**src/rtl/head_table.sv**
```systemverilog
// Bucket-head lookup stage: reads the head-pointer RAM for each request, forwards it with the head
// attached, absorbs head updates from data_table and runs the RAM clear. Optional counters: HEAD_TABLE_STATS_EN.
module head_table #(
    parameter int KEY_WIDTH      = 32,
    parameter int VALUE_WIDTH    = 16,
    parameter int CMD_WIDTH      = 2,
    parameter int BUCKET_WIDTH   = 8,
    parameter int HEAD_PTR_WIDTH = 10
) (
    input  logic                      clk_i,
    input  logic                      rst_i,
    input  logic                      in_valid_i,
    output logic                      in_ready_o,
    input  logic [KEY_WIDTH-1:0]      in_key_i,
    input  logic [VALUE_WIDTH-1:0]    in_value_i,
    input  logic [CMD_WIDTH-1:0]      in_cmd_i,
    input  logic [BUCKET_WIDTH-1:0]   in_bucket_i,
    output logic                      out_valid_o,
    input  logic                      out_ready_i,
    output logic [KEY_WIDTH-1:0]      out_key_o,
    output logic [VALUE_WIDTH-1:0]    out_value_o,
    output logic [CMD_WIDTH-1:0]      out_cmd_o,
    output logic [BUCKET_WIDTH-1:0]   out_bucket_o,
    output logic [HEAD_PTR_WIDTH-1:0] out_head_ptr_o,
    output logic                      out_head_ptr_val_o,
    input  logic                      upd_wr_i,
    input  logic [BUCKET_WIDTH-1:0]   upd_bucket_i,
    input  logic [HEAD_PTR_WIDTH-1:0] upd_ptr_i,
    input  logic                      upd_ptr_val_i,
    input  logic                      clear_ram_run_i,
    output logic                      clear_ram_done_o
`ifdef HEAD_TABLE_STATS_EN
    ,
    output logic [31:0]               stat_lookup_cnt_o,
    output logic [31:0]               stat_empty_hit_cnt_o
`endif
);

    localparam int DEPTH       = 1 << BUCKET_WIDTH;
    localparam int ENTRY_WIDTH = HEAD_PTR_WIDTH + 1;

    logic [ENTRY_WIDTH-1:0]    r_mem [DEPTH];
    logic [ENTRY_WIDTH-1:0]    r_q_a;

    logic                      r_out_valid;
    logic [KEY_WIDTH-1:0]      r_key;
    logic [VALUE_WIDTH-1:0]    r_value;
    logic [CMD_WIDTH-1:0]      r_cmd;
    logic [BUCKET_WIDTH-1:0]   r_bucket;

    logic                      r_byp_flag;
    logic [HEAD_PTR_WIDTH-1:0] r_byp_ptr;
    logic                      r_byp_val;

    logic                      r_clear_flag;
    logic [BUCKET_WIDTH-1:0]   r_clear_addr;

    logic                      w_in_ready;
    logic                      w_accept;
    logic                      w_out_hs;
    logic                      w_clear_last;
    logic                      w_upd_en;
    logic                      w_upd_hit_in;
    logic                      w_upd_hit_out;
    logic                      w_re_a;
    logic [BUCKET_WIDTH-1:0]   w_addr_a;
    logic                      w_we_b;
    logic [BUCKET_WIDTH-1:0]   w_addr_b;
    logic [ENTRY_WIDTH-1:0]    w_din_b;

    // Handshake, clear-end and update-match decode
    always_comb begin
        w_in_ready    = !r_clear_flag && (!r_out_valid || out_ready_i);
        w_accept      = in_valid_i && w_in_ready;
        w_out_hs      = r_out_valid && out_ready_i;
        w_clear_last  = r_clear_flag && (r_clear_addr == {BUCKET_WIDTH{1'b1}});
        w_upd_en      = upd_wr_i && !r_clear_flag;
        w_upd_hit_in  = w_upd_en && w_accept && (upd_bucket_i == in_bucket_i);
        w_upd_hit_out = w_upd_en && r_out_valid && (upd_bucket_i == r_bucket);
        w_re_a        = w_accept;
        if (w_accept) begin
            w_addr_a = in_bucket_i;
        end else begin
            w_addr_a = r_bucket;
        end
    end

    // Port B source select: the clear sweep owns the write port while it runs
    always_comb begin
        w_we_b   = 1'b0;
        w_addr_b = upd_bucket_i;
        w_din_b  = {upd_ptr_i, upd_ptr_val_i};
        if (r_clear_flag) begin
            w_we_b   = 1'b1;
            w_addr_b = r_clear_addr;
            w_din_b  = {ENTRY_WIDTH{1'b0}};
        end else if (upd_wr_i) begin
            w_we_b   = 1'b1;
        end else begin
            w_we_b   = 1'b0;
        end
    end

    // Head RAM write port (contents intentionally not reset)
    always_ff @(posedge clk_i) begin
        if (w_we_b) begin
            r_mem[w_addr_b] <= w_din_b;
        end
    end

    // Head RAM read port: loads only on accept so a pending output keeps its pre-clear head
    always_ff @(posedge clk_i) begin
        if (rst_i) begin
            r_q_a <= {ENTRY_WIDTH{1'b0}};
        end else if (w_re_a) begin
            r_q_a <= r_mem[w_addr_a];
        end
    end

    // Output stage: valid flag and payload capture
    always_ff @(posedge clk_i) begin
        if (rst_i) begin
            r_out_valid <= 1'b0;
            r_key       <= {KEY_WIDTH{1'b0}};
            r_value     <= {VALUE_WIDTH{1'b0}};
            r_cmd       <= {CMD_WIDTH{1'b0}};
            r_bucket    <= {BUCKET_WIDTH{1'b0}};
        end else if (w_accept) begin
            r_out_valid <= 1'b1;
            r_key       <= in_key_i;
            r_value     <= in_value_i;
            r_cmd       <= in_cmd_i;
            r_bucket    <= in_bucket_i;
        end else if (w_out_hs) begin
            r_out_valid <= 1'b0;
        end
    end

    // Bypass register: an update racing the RAM read, or landing on a stalled output, overrides q_a
    always_ff @(posedge clk_i) begin
        if (rst_i) begin
            r_byp_flag <= 1'b0;
            r_byp_ptr  <= {HEAD_PTR_WIDTH{1'b0}};
            r_byp_val  <= 1'b0;
        end else if (w_accept) begin
            r_byp_flag <= w_upd_hit_in;
            if (w_upd_hit_in) begin
                r_byp_ptr <= upd_ptr_i;
                r_byp_val <= upd_ptr_val_i;
            end
        end else if (w_out_hs) begin
            r_byp_flag <= 1'b0;
        end else if (w_upd_hit_out) begin
            r_byp_flag <= 1'b1;
            r_byp_ptr  <= upd_ptr_i;
            r_byp_val  <= upd_ptr_val_i;
        end
    end

    // Clear sequencer: a run request (even mid-sweep) restarts at address 0
    always_ff @(posedge clk_i) begin
        if (rst_i) begin
            r_clear_flag <= 1'b0;
            r_clear_addr <= {BUCKET_WIDTH{1'b0}};
        end else if (clear_ram_run_i) begin
            r_clear_flag <= 1'b1;
            r_clear_addr <= {BUCKET_WIDTH{1'b0}};
        end else if (r_clear_flag) begin
            r_clear_addr <= r_clear_addr + BUCKET_WIDTH'(1);
            if (w_clear_last) begin
                r_clear_flag <= 1'b0;
            end
        end
    end

    // Head field select
    always_comb begin
        if (r_byp_flag) begin
            out_head_ptr_o     = r_byp_ptr;
            out_head_ptr_val_o = r_byp_val;
        end else begin
            out_head_ptr_o     = r_q_a[ENTRY_WIDTH-1:1];
            out_head_ptr_val_o = r_q_a[0];
        end
    end

    assign in_ready_o       = w_in_ready;
    assign out_valid_o      = r_out_valid;
    assign out_key_o        = r_key;
    assign out_value_o      = r_value;
    assign out_cmd_o        = r_cmd;
    assign out_bucket_o     = r_bucket;
    assign clear_ram_done_o = w_clear_last;

`ifdef HEAD_TABLE_STATS_EN
    logic [31:0] r_stat_lookup;
    logic [31:0] r_stat_empty;

    // Saturating lookup / empty-bucket counters, cleared with the RAM
    always_ff @(posedge clk_i) begin
        if (rst_i || clear_ram_run_i) begin
            r_stat_lookup <= 32'h0000_0000;
            r_stat_empty  <= 32'h0000_0000;
        end else if (w_out_hs) begin
            if (r_stat_lookup != 32'hFFFF_FFFF) begin
                r_stat_lookup <= r_stat_lookup + 32'h0000_0001;
            end
            if (!out_head_ptr_val_o && (r_stat_empty != 32'hFFFF_FFFF)) begin
                r_stat_empty <= r_stat_empty + 32'h0000_0001;
            end
        end
    end

    assign stat_lookup_cnt_o    = r_stat_lookup;
    assign stat_empty_hit_cnt_o = r_stat_empty;
`endif

endmodule
```
**config.mk**
```make
export PLATFORM = sky130hd
export DESIGN_NAME = head_table
export DESIGN_NICKNAME = d
export VERILOG_FILES = /design/src/rtl/head_table.sv
export SDC_FILE = /design/constraint.sdc
export NUM_CORES = 2
export LEC_CHECK = 0
export ABC_AREA = 1
export BUFFER_PORTS_ARGS = -buffer_cell sky130_fd_sc_hd__buf_4
export CORE_ASPECT_RATIO = 1.2
export CORE_MARGIN = 1
export CORE_UTILIZATION = 55
export CTS_BUF_LIST = sky130_fd_sc_hd__clkbuf_2 sky130_fd_sc_hd__clkbuf_4 sky130_fd_sc_hd__clkbuf_8
export DETAILED_ROUTE_END_ITERATION = 8
export PLACE_DENSITY = 0.71
export SLEW_MARGIN = 30
export SYNTH_ARGS = -nofsm -noshare
export SYNTH_HDL_FRONTEND = slang
export SYNTH_SLANG_ARGS = --single-unit
```
**constraint.sdc**
```tcl
create_clock -name clk_i -period 21.4 [get_ports clk_i]
set_input_delay 0 -clock clk_i [delete_from_list [all_inputs] [get_ports clk_i]]
set_output_delay 0 -clock clk_i [all_outputs]
set_load 0.02 [all_outputs]
```
==> impl_metrics.env <==
export IMPL_wire_per_inst_microns=23.5
export IMPL_fillerInstances=16500
export IMPL_required_ns=22.48
export IMPL_worst_slack_ns=14.01
export IMPL_synth_seq_area_share_pct=71.2
export IMPL_syn_area_sq_mm=0.121
export IMPL_hold_viol_final=0
export IMPL_drt_iter0_drc=11400
export IMPL_fin_setup_tns_ns=0
export IMPL_endpoint_kind="flop"
export IMPL_syn2layout_area_growth_pct=12.0
export IMPL_antenna_found_initial=11
export IMPL_portBuffers=154
export IMPL_first_pass_iters=8
export IMPL_post_cts_buffers=0
export IMPL_fin_nets=11300
export IMPL_ys_ff_latch=2907
export IMPL_ios=155
export IMPL_cpPeakStageDelay_ns=0.86
export IMPL_rrSetupSlack_ns=14.01
export IMPL_final_cell_mix="nand2_1, edfxtp_1, nand3_1"
export IMPL_crit_type="flop to flop"
export IMPL_ys_warn_count=0
export IMPL_grt_setup_unrepaired="false"
export IMPL_synth_fp_nets=11100
export IMPL_power_density_mw_per_mm2=90.1
export IMPL_htree_levels=5
export IMPL_cp_max_fo=80
export IMPL_pre_cts_slack_ns=13.96
export IMPL_clk_latency_ns=1.13
export IMPL_ys_types=28
export IMPL_tightest_slew_ns=1.09
export IMPL_drv_slew=0
export IMPL_reg2reg_to="r_q_a[7]"
export IMPL_dp_hpwl_microns=179000
export IMPL_startpoint="r_clear_flag"
export IMPL_track_usage_pct=30.3
export IMPL_finalNonFillerCells=14500
export IMPL_leakage_nw=51.2
export IMPL_reg2reg_from="r_clear_flag"
export IMPL_hold_path_class="primary input to flop"
export IMPL_path_cells="buf_4, inv_2, nand3_4, buf_6, nand2_1, o21ai_4, buf_4, buf_4, buf_4, buf_4, o211ai_1, nand3_1, nand3_1, nand3_1, nand3_1, nand3_1, nand3_1, nand3_1, nand2_1, inv_1"
export IMPL_cp_start_kind="flop"
export IMPL_clock_sinks=2907
export IMPL_setup_viol=0
export IMPL_cp_endpoint="r_q_a[7]"
export IMPL_core_area_sq_mm=0.219
export IMPL_clock_skew_ns=0.0792
export IMPL_worstRegToRegCells=20
export IMPL_holdPathStages=7
export IMPL_synth_cells=11000
export IMPL_drcViolationCount=0
export IMPL_clk_pin_slew_ns=0.07
export IMPL_numCtsBuffers=442
export IMPL_period_minus_slack_ns=7.39
export IMPL_worst_path_max_delay_cell="buf_4"
export IMPL_routed_wl_microns=342000
export IMPL_ir_drop_mv=0.0511
export IMPL_cts_tree="built"
export IMPL_die_area_sq_mm=0.223
export IMPL_clock_path_buffers=4
export IMPL_rows=188
export IMPL_grt_pass1_wl_microns=509000
export IMPL_clock_fmax_mhz=135
export IMPL_crit_top_cell="nand3_1"
export IMPL_drive_gt1_share_pct=10.8
export IMPL_min_period_over_period_pct=34.5
export IMPL_fp_dieW_microns=431
export IMPL_cp_arrival_ns=8.47
export IMPL_clockRootBuffer="clkbuf_8"
export IMPL_grt_max_degree=205
export IMPL_die_h_microns=517
export IMPL_vias=85200
export IMPL_drt_antenna_violating_nets=0
export IMPL_relSlewSlack_pct=27.2
export IMPL_grt_pass1_vias=82600
export IMPL_p_total_mw=12.2
export IMPL_avgViaCountPerCell=5.86
export IMPL_layout_commonest_cell="nand2_1"
export IMPL_start_util_pct=55.4
export IMPL_status="finished, final reports clean"
export IMPL_dp_cells=13500
export IMPL_grt_overflow=0
export IMPL_gp_congestion=0.896
export IMPL_max_cap_viol_count=0
export IMPL_synth_area_per_cell_sq_um=11.1
[how the worst min path moves through the flow]
stage / from / end / slack (ns)
final: upd_bucket_i[3] / r_byp_flag / 0.19
after global routing: upd_bucket_i[1] / r_mem[4][3] / 0.12
after CTS: upd_bucket_i[3] / r_byp_flag / 0.003
after detailed placement: in_value_i[7] / out_value_o[7] / 0.26
after global placement: in_key_i[9] / out_key_o[9] / 0.25
after floorplan: clear_ram_run_i / r_clear_flag / 0.12
[power breakdown]
part / internal [mW] / switching [mW] / total, mW
Combinational: 0.376 / 1.10 / 1.47
Clock: 2.34 / 2.11 / 4.45
Sequential: 6.30 / 0.0126 / 6.31
[per-stage QoR]
step | area [sq um] | hold WS, ns | util (%)
after global placement | 124000 | 0.253 | 56.8
after floorplan | 121000 | 0.117 | -
after CTS | 135000 | 0.00335 | 61.9
final | 136000 | 0.187 | 62.0
after global routing | 136000 | 0.117 | 62.0
after detailed placement | 125000 | 0.260 | 57.0
[cell type report]
type	count	area (sq um)	area share [%]
well taps	2945	3680	2.71
clock inverters	175	962	0.708
clock buffers	614	7470	5.50
diodes	7	17.5	0.0129
inverters	995	3750	2.76
repair buffers	505	4760	3.50
multi-input cells	6391	28900	21.2
flip-flops and latches	2907	86400	63.6
[routing by layer]
metal	GRT usage, %	vias to the layer above	wire length, microns
met4	16.6	6	19100
met3	5.83	974	36100
li1	-	38000	-
met5	0	-	45
met1	39.1	41000	125000
met2	48.7	5209	162000
[cells by family (layout without fill, tap and decap cells)]
| group | Yosys count | count (layout) | synth area share, % |
|---|---|---|---|
| simple gates | 6188 | 6188 | 22.1 |
| flops | 2907 | 2907 | 71.2 |
| buf+inv | 1683 | 2289 | 5.69 |
| compound gates | 192 | 192 | 0.941 |
| xor+xnor | 10 | 10 | 0.0722 |
| fa+ha+maj | 1 | 1 | 0.0103 |
| other cells | 0 | 7 | 0 |
[synthesized netlist by cell type (all sizes together)]
cell type,count,share of area [%]
a2111oi,1,0.0072
a21oi,82,0.34
buf,503,2.0
clkbuf,185,0.57
clkinv,1,0.0031
dfxtp,91,1.5
edfxtp,2816,70
ha,1,0.010
inv,994,3.1
nand2,3194,9.9
nand3,2591,11
nand3b,77,0.48
nand4,12,0.062
nor2,297,0.92
nor3,11,0.045
nor4,2,0.010
o211ai,66,0.41
o21ai,42,0.18
o22ai,1,0.0052
or2,4,0.021
xor2,10,0.072
[what timing repair did]
| action | CTS | global route |
|---|---|---|
| resized for setup | 0 | 0 |
| endpoints found under the hold margin | 1465 | 1 |
| hold buffers | 210 | 1 |
[state kept, by name (all words and copies together), names as in the netlist]
name          count
r_clear_addr      8
out_valid_o       1
r_byp_ptr        10
out_key_o        32
r_q_a            11
out_cmd_o         2
r_clear_flag      1
out_value_o      16
out_bucket_o      8
r_byp_flag        1
r_byp_val         1
r_mem          2816
[worst max-delay path: cells and delay by family, from the launching register on]
family                 cells  cell delay [ns]
AO/OA/AOI/OAI              2             0.29
flip-flops                 1             0.31
buffers and inverters      8             4.43
AND/OR/NAND/NOR           10             1.93
Note: power is estimated with default switching activity, not from simulation.
